File: src/rtl/debug_panel_pkg.sv
// Shared constants for the board debug display manager.
package debug_panel_pkg;

    // Page indices of the standard page layout
    localparam int unsigned PG_PC_SP_IR = 0;
    localparam int unsigned PG_BUS      = 1;
    localparam int unsigned PG_PPU      = 2;
    localparam int unsigned PG_MAPPER   = 3;

    // Defaults for a 50 MHz system clock: 10 ms debounce, 1 s per page
    localparam int unsigned DEF_DEBOUNCE_CYC = 500000;
    localparam int unsigned DEF_ROTATE_CYC   = 50000000;

    // Red LED bit positions
    localparam int unsigned LEDR_HEARTBEAT = 0;
    localparam int unsigned LEDR_PAGE_BASE = 1;
    localparam int unsigned LEDR_FROZEN    = 17;

    // Digits are mounted upside down: swap a<->d, b<->e, c<->f; g stays put
    function automatic logic [6:0] seg_rotate(input logic [6:0] s);
        return {s[6], s[2:0], s[5:3]};
    endfunction

endpackage

File: src/rtl/breath_led.sv
// Heartbeat LED whose PWM duty ramps up and down continuously.
module breath_led #(
    parameter int unsigned PRESC_W = 16
) (
    input  logic i_clk,
    input  logic i_rstn,
    output logic o_led
);

    logic [PRESC_W-1:0] presc;
    logic [7:0]         pwm;
    logic [7:0]         duty;
    logic               dir_up;

    // Free-running PWM; duty steps once per prescaler wrap
    always_ff @(posedge i_clk) begin
        if (!i_rstn) begin
            presc  <= '0;
            pwm    <= '0;
            duty   <= '0;
            dir_up <= 1'b1;
            o_led  <= 1'b0;
        end else begin
            presc <= presc + 1'b1;
            pwm   <= pwm + 1'b1;
            o_led <= (pwm < duty);
            if (presc == '1) begin
                if (dir_up) begin
                    if (duty == 8'hFE) dir_up <= 1'b0;
                    duty <= duty + 1'b1;
                end else begin
                    if (duty == 8'h01) dir_up <= 1'b1;
                    duty <= duty - 1'b1;
                end
            end
        end
    end

endmodule

File: src/rtl/hex2sig_rotate.sv
// Hex nibble to active-low 7-segment code for an upside-down mounted digit.
module hex2sig_rotate
    import debug_panel_pkg::*;
(
    input  logic [3:0] i_hex,
    output logic [6:0] o_sig
);

    logic [6:0] upright;

    // Upright gfedcba code, then remap segments for the rotated mounting
    always_comb begin
        upright = 7'h7F;
        case (i_hex)
            4'h0: upright = 7'h40;
            4'h1: upright = 7'h79;
            4'h2: upright = 7'h24;
            4'h3: upright = 7'h30;
            4'h4: upright = 7'h19;
            4'h5: upright = 7'h12;
            4'h6: upright = 7'h02;
            4'h7: upright = 7'h78;
            4'h8: upright = 7'h00;
            4'h9: upright = 7'h10;
            4'hA: upright = 7'h08;
            4'hB: upright = 7'h03;
            4'hC: upright = 7'h46;
            4'hD: upright = 7'h21;
            4'hE: upright = 7'h06;
            4'hF: upright = 7'h0E;
            default: upright = 7'h7F;
        endcase
        o_sig = seg_rotate(upright);
    end

endmodule

File: src/rtl/key_debounce.sv
// Synchroniser plus debouncer for one active-low push button.
module key_debounce
    import debug_panel_pkg::*;
#(
    parameter int unsigned DEBOUNCE_CYC = DEF_DEBOUNCE_CYC
) (
    input  logic i_clk,
    input  logic i_rstn,
    input  logic i_key_n,
    output logic o_level,
    output logic o_press
);

    localparam int unsigned CNT_W = $clog2(DEBOUNCE_CYC + 1);
    localparam logic [CNT_W-1:0] CNT_LAST = CNT_W'(DEBOUNCE_CYC - 1);

    logic [1:0]       sync;
    logic [CNT_W-1:0] cnt;

    // Accept a new level only after it has been seen for DEBOUNCE_CYC cycles
    always_ff @(posedge i_clk) begin
        if (!i_rstn) begin
            sync    <= '1;
            cnt     <= '0;
            o_level <= 1'b1;
            o_press <= 1'b0;
        end else begin
            sync    <= {sync[0], i_key_n};
            o_press <= 1'b0;
            if (sync[1] != o_level) begin
                if (cnt == CNT_LAST) begin
                    o_level <= sync[1];
                    cnt     <= '0;
                    o_press <= ~sync[1];
                end else begin
                    cnt <= cnt + 1'b1;
                end
            end else begin
                cnt <= '0;
            end
        end
    end

endmodule

File: src/rtl/debug_panel.sv
// Debug display manager: page select, freeze snapshot, 7-segment and LED drive.
module debug_panel
    import debug_panel_pkg::*;
#(
    parameter int unsigned N_DIGITS     = 8,
    parameter int unsigned N_PAGES      = 4,
    parameter int unsigned DEBOUNCE_CYC = DEF_DEBOUNCE_CYC,
    parameter int unsigned ROTATE_CYC   = DEF_ROTATE_CYC,
    localparam int unsigned PAGE_W      = 4 * N_DIGITS,
    localparam int unsigned PG_W        = $clog2(N_PAGES)
) (
    input  logic                        i_clk,
    input  logic                        i_rstn,
    input  logic [N_PAGES*PAGE_W-1:0]   i_page_data,
    input  logic [7:0]                  i_flags,
    input  logic                        i_fl_ry,
    input  logic                        i_key_next,
    input  logic                        i_key_freeze,
    input  logic                        i_auto_en,
    output logic [7*N_DIGITS-1:0]       o_HEX,
    output logic [8:0]                  o_LEDG,
    output logic [17:0]                 o_LEDR,
    output logic [PG_W-1:0]             o_page,
    output logic                        o_frozen
);

    localparam int unsigned RC_W = $clog2(ROTATE_CYC + 1);
    localparam logic [RC_W-1:0] ROT_LAST = RC_W'(ROTATE_CYC - 1);
    localparam logic [PG_W-1:0] PAGE_LAST = PG_W'(N_PAGES - 1);

    logic                      next_press, freeze_press;
    logic                      next_level_unused, freeze_level_unused;
    logic [1:0]                auto_sync;
    logic                      auto_on, rot_tc;
    logic [RC_W-1:0]           rot_cnt;
    logic [PG_W-1:0]           page_q;
    logic                      frozen_q;
    logic [N_PAGES*PAGE_W-1:0] snap_pages;
    logic [7:0]                snap_flags;
    logic                      snap_fl_ry;
    logic [PAGE_W-1:0]         disp_word;
    logic                      heartbeat;

    key_debounce #(.DEBOUNCE_CYC(DEBOUNCE_CYC)) u_key_next (
        .i_clk   (i_clk),
        .i_rstn  (i_rstn),
        .i_key_n (i_key_next),
        .o_level (next_level_unused),
        .o_press (next_press)
    );

    key_debounce #(.DEBOUNCE_CYC(DEBOUNCE_CYC)) u_key_freeze (
        .i_clk   (i_clk),
        .i_rstn  (i_rstn),
        .i_key_n (i_key_freeze),
        .o_level (freeze_level_unused),
        .o_press (freeze_press)
    );

    assign auto_on = auto_sync[1];
    assign rot_tc  = auto_on && (rot_cnt == ROT_LAST);

    // Auto-rotate switch synchroniser (level only, no debounce)
    always_ff @(posedge i_clk) begin
        if (!i_rstn) auto_sync <= '0;
        else         auto_sync <= {auto_sync[0], i_auto_en};
    end

    // Page select; a press coinciding with terminal count still steps once
    always_ff @(posedge i_clk) begin
        if (!i_rstn) begin
            page_q  <= '0;
            rot_cnt <= '0;
        end else begin
            if (next_press || !auto_on || rot_tc) rot_cnt <= '0;
            else                                  rot_cnt <= rot_cnt + 1'b1;
            if (next_press || rot_tc)
                page_q <= (page_q == PAGE_LAST) ? '0 : page_q + 1'b1;
        end
    end

    // Freeze toggle
    always_ff @(posedge i_clk) begin
        if (!i_rstn)           frozen_q <= 1'b0;
        else if (freeze_press) frozen_q <= ~frozen_q;
    end

    // Snapshot tracks inputs until frozen; the freezing cycle itself still loads
    always_ff @(posedge i_clk) begin
        if (!i_rstn) begin
            snap_pages <= '0;
            snap_flags <= '0;
            snap_fl_ry <= 1'b0;
        end else if (!frozen_q) begin
            snap_pages <= i_page_data;
            snap_flags <= i_flags;
            snap_fl_ry <= i_fl_ry;
        end
    end

    // Select the displayed page word from the snapshot
    always_comb begin
        disp_word = '0;
        for (int unsigned p = 0; p < N_PAGES; p++)
            if (page_q == PG_W'(p)) disp_word = snap_pages[p*PAGE_W +: PAGE_W];
    end

    // Digit 0 carries the most significant nibble
    for (genvar d = 0; d < N_DIGITS; d++) begin : g_digit
        hex2sig_rotate u_hex (
            .i_hex (disp_word[PAGE_W-1-4*d -: 4]),
            .o_sig (o_HEX[7*d +: 7])
        );
    end

    breath_led u_breath (
        .i_clk  (i_clk),
        .i_rstn (i_rstn),
        .o_led  (heartbeat)
    );

    // Red LEDs: heartbeat, one-hot page, frozen flag
    always_comb begin
        o_LEDR = '0;
        o_LEDR[LEDR_HEARTBEAT] = heartbeat;
        for (int unsigned p = 0; p < N_PAGES; p++)
            o_LEDR[LEDR_PAGE_BASE + p] = (page_q == PG_W'(p));
        o_LEDR[LEDR_FROZEN] = frozen_q;
    end

    assign o_LEDG   = {snap_fl_ry, snap_flags[0], snap_flags[1], snap_flags[2], snap_flags[3],
                       snap_flags[4], snap_flags[5], snap_flags[6], snap_flags[7]};
    assign o_page   = page_q;
    assign o_frozen = frozen_q;

endmodule

File: config.mk
export PLATFORM = sky130hd
export DESIGN_NAME = debug_panel
export DESIGN_NICKNAME = d
export VERILOG_FILES = /design/src/rtl/debug_panel_pkg.sv /design/src/rtl/breath_led.sv /design/src/rtl/hex2sig_rotate.sv /design/src/rtl/key_debounce.sv /design/src/rtl/debug_panel.sv
export SDC_FILE = /design/constraint.sdc
export NUM_CORES = 1
export LEC_CHECK = 0
export CELL_PAD_IN_SITES_DETAIL_PLACEMENT = 0
export CELL_PAD_IN_SITES_GLOBAL_PLACEMENT = 2
export CORE_MARGIN = 2
export CORE_UTILIZATION = 36
export CTS_BUF_LIST = sky130_fd_sc_hd__clkbuf_8
export DETAILED_ROUTE_END_ITERATION = 10
export PLACE_DENSITY_LB_ADDON = 0.1
export SLEW_MARGIN = 20
export SYNTH_ARGS = -nofsm -noshare
export SYNTH_HDL_FRONTEND = slang
export SYNTH_SLANG_ARGS = --single-unit
File: constraint.sdc
create_clock -name i_clk -period 7.8 [get_ports i_clk]
set_clock_uncertainty 0.05 [all_clocks]
set_input_delay 0.78 -clock i_clk [delete_from_list [all_inputs] [get_ports i_clk]]
set_output_delay 0.78 -clock i_clk [all_outputs]
set_load 0.005 [all_outputs]
==> impl_metrics.csv <==
group,metric,value,unit
clock_tree,htreeDepth,2,
clock_tree,cts_buffers,45,
sta,tns,0,ns
sta,fin_crit_sh,0.633,
clock_tree,clkSlewWorstSetupHoldPaths,0.06,ns
critical_path,slowest_stage,"clkdlybuf4s50_1",
route,drt_iter0_markers,502,
route,via_per_inst,4.84,
route,first_pass_iters,4,
placement,gp_congestion,0.758,
final_layout,utilization,0.457,
power_and_ir_drop,power.density,178,nW/um^2
clock_tree,insertion_delay,0.59,ns
die,std_cell_rows,70,
clock_tree,cts_tree,"built",
critical_path,cp_num_buf_inv,3,
route,wire_per_inst,15.9,um
global_routing,grt_max_degree,122,
clock_tree,cts.sinks,248,
final_layout,fillers,3563,
critical_path,worst_path_largest_cell_delay,0.54,ns
placement,dp.cells,2093,
critical_path,cp_max_fo,35,
yosys,synth_edf_count,0,
power_and_ir_drop,ir_drop,0.000120,V
route,drt-total-wl,34700,um
final_layout,syn2layout_area_growth,26.0,%
die,die_area,38100,sq um
placement,dpl_cell_area,15600,sq um
sta,rsz0062_at_grt,"no",
critical_path,critPathTopFamily,"buffers and inverters",
global_routing,grt_pass1_vias,10300,
global_routing,antenna_found_initial,2,
global_routing,grt-ovfl-total,0,
final_layout,final_cells,2179,
clock_tree,cts-resized-gates,0,
yosys,synth_async_sr_flop_share,0,
clock_tree,post-cts-setup-buffers,0,
yosys,ys_seq_area_frac,0.377,
placement,post-place-ws,3.26,ns
clock_tree,root_buffer,"clkbuf_8",
final_layout,final_area,16600,sq um
die,die_y,195,um
die,core,36300,sq um
sta,hold_violations,0,
global_routing,track_usage,0.180,
sta,holdWs,0.350,ns
sta,min_period,4.94,ns
flow_run,cap_violations,0,
sta,final-setup-viol-count,0,
critical_path,path_class,"flop to output port",
yosys,ys_warn_count,0,
route,antenna_left,0,
sta,fmax,202,MHz
die,ios,228,
critical_path,worstPathCellList,"inv_1 -> ha_2 -> nor2_4 -> buf_4 -> o211ai_1 -> nand2_1 -> ha_1 -> mux2_2 -> mux2i_1 -> clkdlybuf4s50_1",
outcome,status,"finished clean",
global_routing,grt_pass1_wl,55100,um
critical_path,cp.required,6.97,ns
sta,slew_headroom,0.300,
yosys,postSynthAreaPerCell,8.90,sq um
critical_path,endpoint_kind,"output port",
yosys,syn-cell-area,13200,sq um
die,start_util,0.363,
critical_path,critPathLaunchType,"flop",
clock_tree,cts.path.max_buffers,3,
final_layout,fin_nets,1882,
power_and_ir_drop,p_leak,6.08,nW
sta,drv_slew,0,
final_layout,drive_gt1_frac,0.0749,
route,drc,0,
yosys,synth_cell_types,58,
placement,io_buffers,215,
power_and_ir_drop,finalPower,2.96,mW
yosys,synthFlopType,"dfxtp_1",
critical_path,cp.arrival,4.11,ns
sta,setup_slack,2.86,ns
yosys,ys_seq_elements,248,
hold_path,min_path_type,"flop to flop",
die,die_width,195,um
clock_tree,cts_hold_repair.buffers,0,
placement,dp_hpwl,23900,um
sta,worst_pin_slew,1.05,ns
route,vias,10500,
yosys,syn_inst,1481,
## flip-flops by register name (all words and copies together), names as in the netlist, 2 cells and up
name	count
auto_sync	2
o_page	2
rot_cnt	26
snap_flags	8
snap_pages	128
u_breath.duty	8
u_breath.presc	16
u_breath.pwm	8
u_key_freeze.cnt	19
u_key_freeze.sync	2
u_key_next.cnt	19
u_key_next.sync	2
## cells in the mapped netlist (all sizes together) (2+ instances only)
| library cell | number | share of area |
|---|---|---|
| a21o | 7 | 0.0040 |
| or3 | 12 | 0.0058 |
| buf | 63 | 0.028 |
| or4 | 2 | 0.0011 |
| or2 | 4 | 0.0019 |
| clkbuf | 32 | 0.0091 |
| xnor2 | 45 | 0.030 |
| and4 | 5 | 0.0037 |
| nand4 | 24 | 0.013 |
| o21ai | 31 | 0.012 |
| a211oi | 9 | 0.0051 |
| nor2b | 13 | 0.0062 |
| nor4b | 3 | 0.0020 |
| a21oi | 11 | 0.0042 |
| o22ai | 3 | 0.0014 |
| nor3b | 16 | 0.0091 |
| mux2 | 16 | 0.014 |
| dfxtp | 248 | 0.38 |
| and2 | 13 | 0.0062 |
| nand3 | 42 | 0.016 |
| o2bb2ai | 9 | 0.0060 |
| and3 | 15 | 0.0071 |
| xor2 | 46 | 0.031 |
| a31oi | 17 | 0.0081 |
| nand2 | 92 | 0.026 |
| ha | 68 | 0.065 |
| mux2i | 204 | 0.15 |
| o211ai | 10 | 0.0057 |
| nand2b | 27 | 0.013 |
| nor3 | 26 | 0.0099 |
| a22o | 7 | 0.0047 |
| a22oi | 2 | 0.0011 |
| nor4 | 7 | 0.0038 |
| o2111ai | 2 | 0.0013 |
| nor2 | 247 | 0.071 |
| a31o | 12 | 0.0080 |
| inv | 57 | 0.016 |
| nand3b | 24 | 0.014 |
## cells in the final DEF (no fill, tap or decap), drive strengths merged, types with 13 or more instances in the layout
cell / n
a31oi: 17
and2: 13
and3: 15
buf: 13
clkbuf: 61
clkdlybuf4s50: 215
dfxtp: 248
ha: 68
inv: 72
mux2: 16
mux2i: 204
nand2: 92
nand2b: 27
nand3: 42
nand3b: 24
nand4: 24
nor2: 247
nor2b: 13
nor3: 26
nor3b: 16
o21ai: 31
xnor2: 45
xor2: 46
## kinds of logic (layout without fill, tap and decap cells)
family | Yosys count | in the layout | synth area share
compound gates | 124 | 124 | 0.0640
mux | 220 | 220 | 0.169
flops | 248 | 248 | 0.377
xor+xnor | 91 | 91 | 0.0605
simple gates | 577 | 577 | 0.212
fa+ha+maj | 68 | 68 | 0.0646
buf+inv | 152 | 369 | 0.0530
other cells | 1 | 14 | 0.000285
## layer usage
layer,track usage,part of all wire
met1,0.235,0.47
met5,0,0
met4,0.0650,0.019
met3,0.0354,0.047
met2,0.295,0.46
## power by group
part	leakage (nW)	switching [mW]	total, mW	internal (mW)
registers	2.04	0.0228	1.33	1.31
clock network	0.553	0.566	1.30	0.733
logic	3.49	0.134	0.327	0.192
total	6.08	0.724	2.96	2.24
## worst paths after layout
check	endpoint	depth (start not counted)	start	slack [ns]
max	o_HEX[42]	10	o_page[0]	2.86
min	u_key_freeze.sync[1]	1	u_key_freeze.sync[0]	0.35
max reg2reg	u_breath.duty[7]	5	u_breath.presc[3]	5.41
min reg2reg	u_key_freeze.sync[1]	1	u_key_freeze.sync[0]	0.35
## cell type report
class / count / area, sq um / area share
Multi-Input combinational cell: 1092 / 7590 / 0.457
Inverter: 57 / 219 / 0.0132
Tap cell: 468 / 586 / 0.0353
Sequential cell: 248 / 4970 / 0.299
Clock buffer: 61 / 840 / 0.0506
Clock inverter: 23 / 134 / 0.00806
Antenna cell: 2 / 5.00 / 0.000301
Timing Repair Buffer: 228 / 2260 / 0.136
Power figures use the tool's default switching activity.
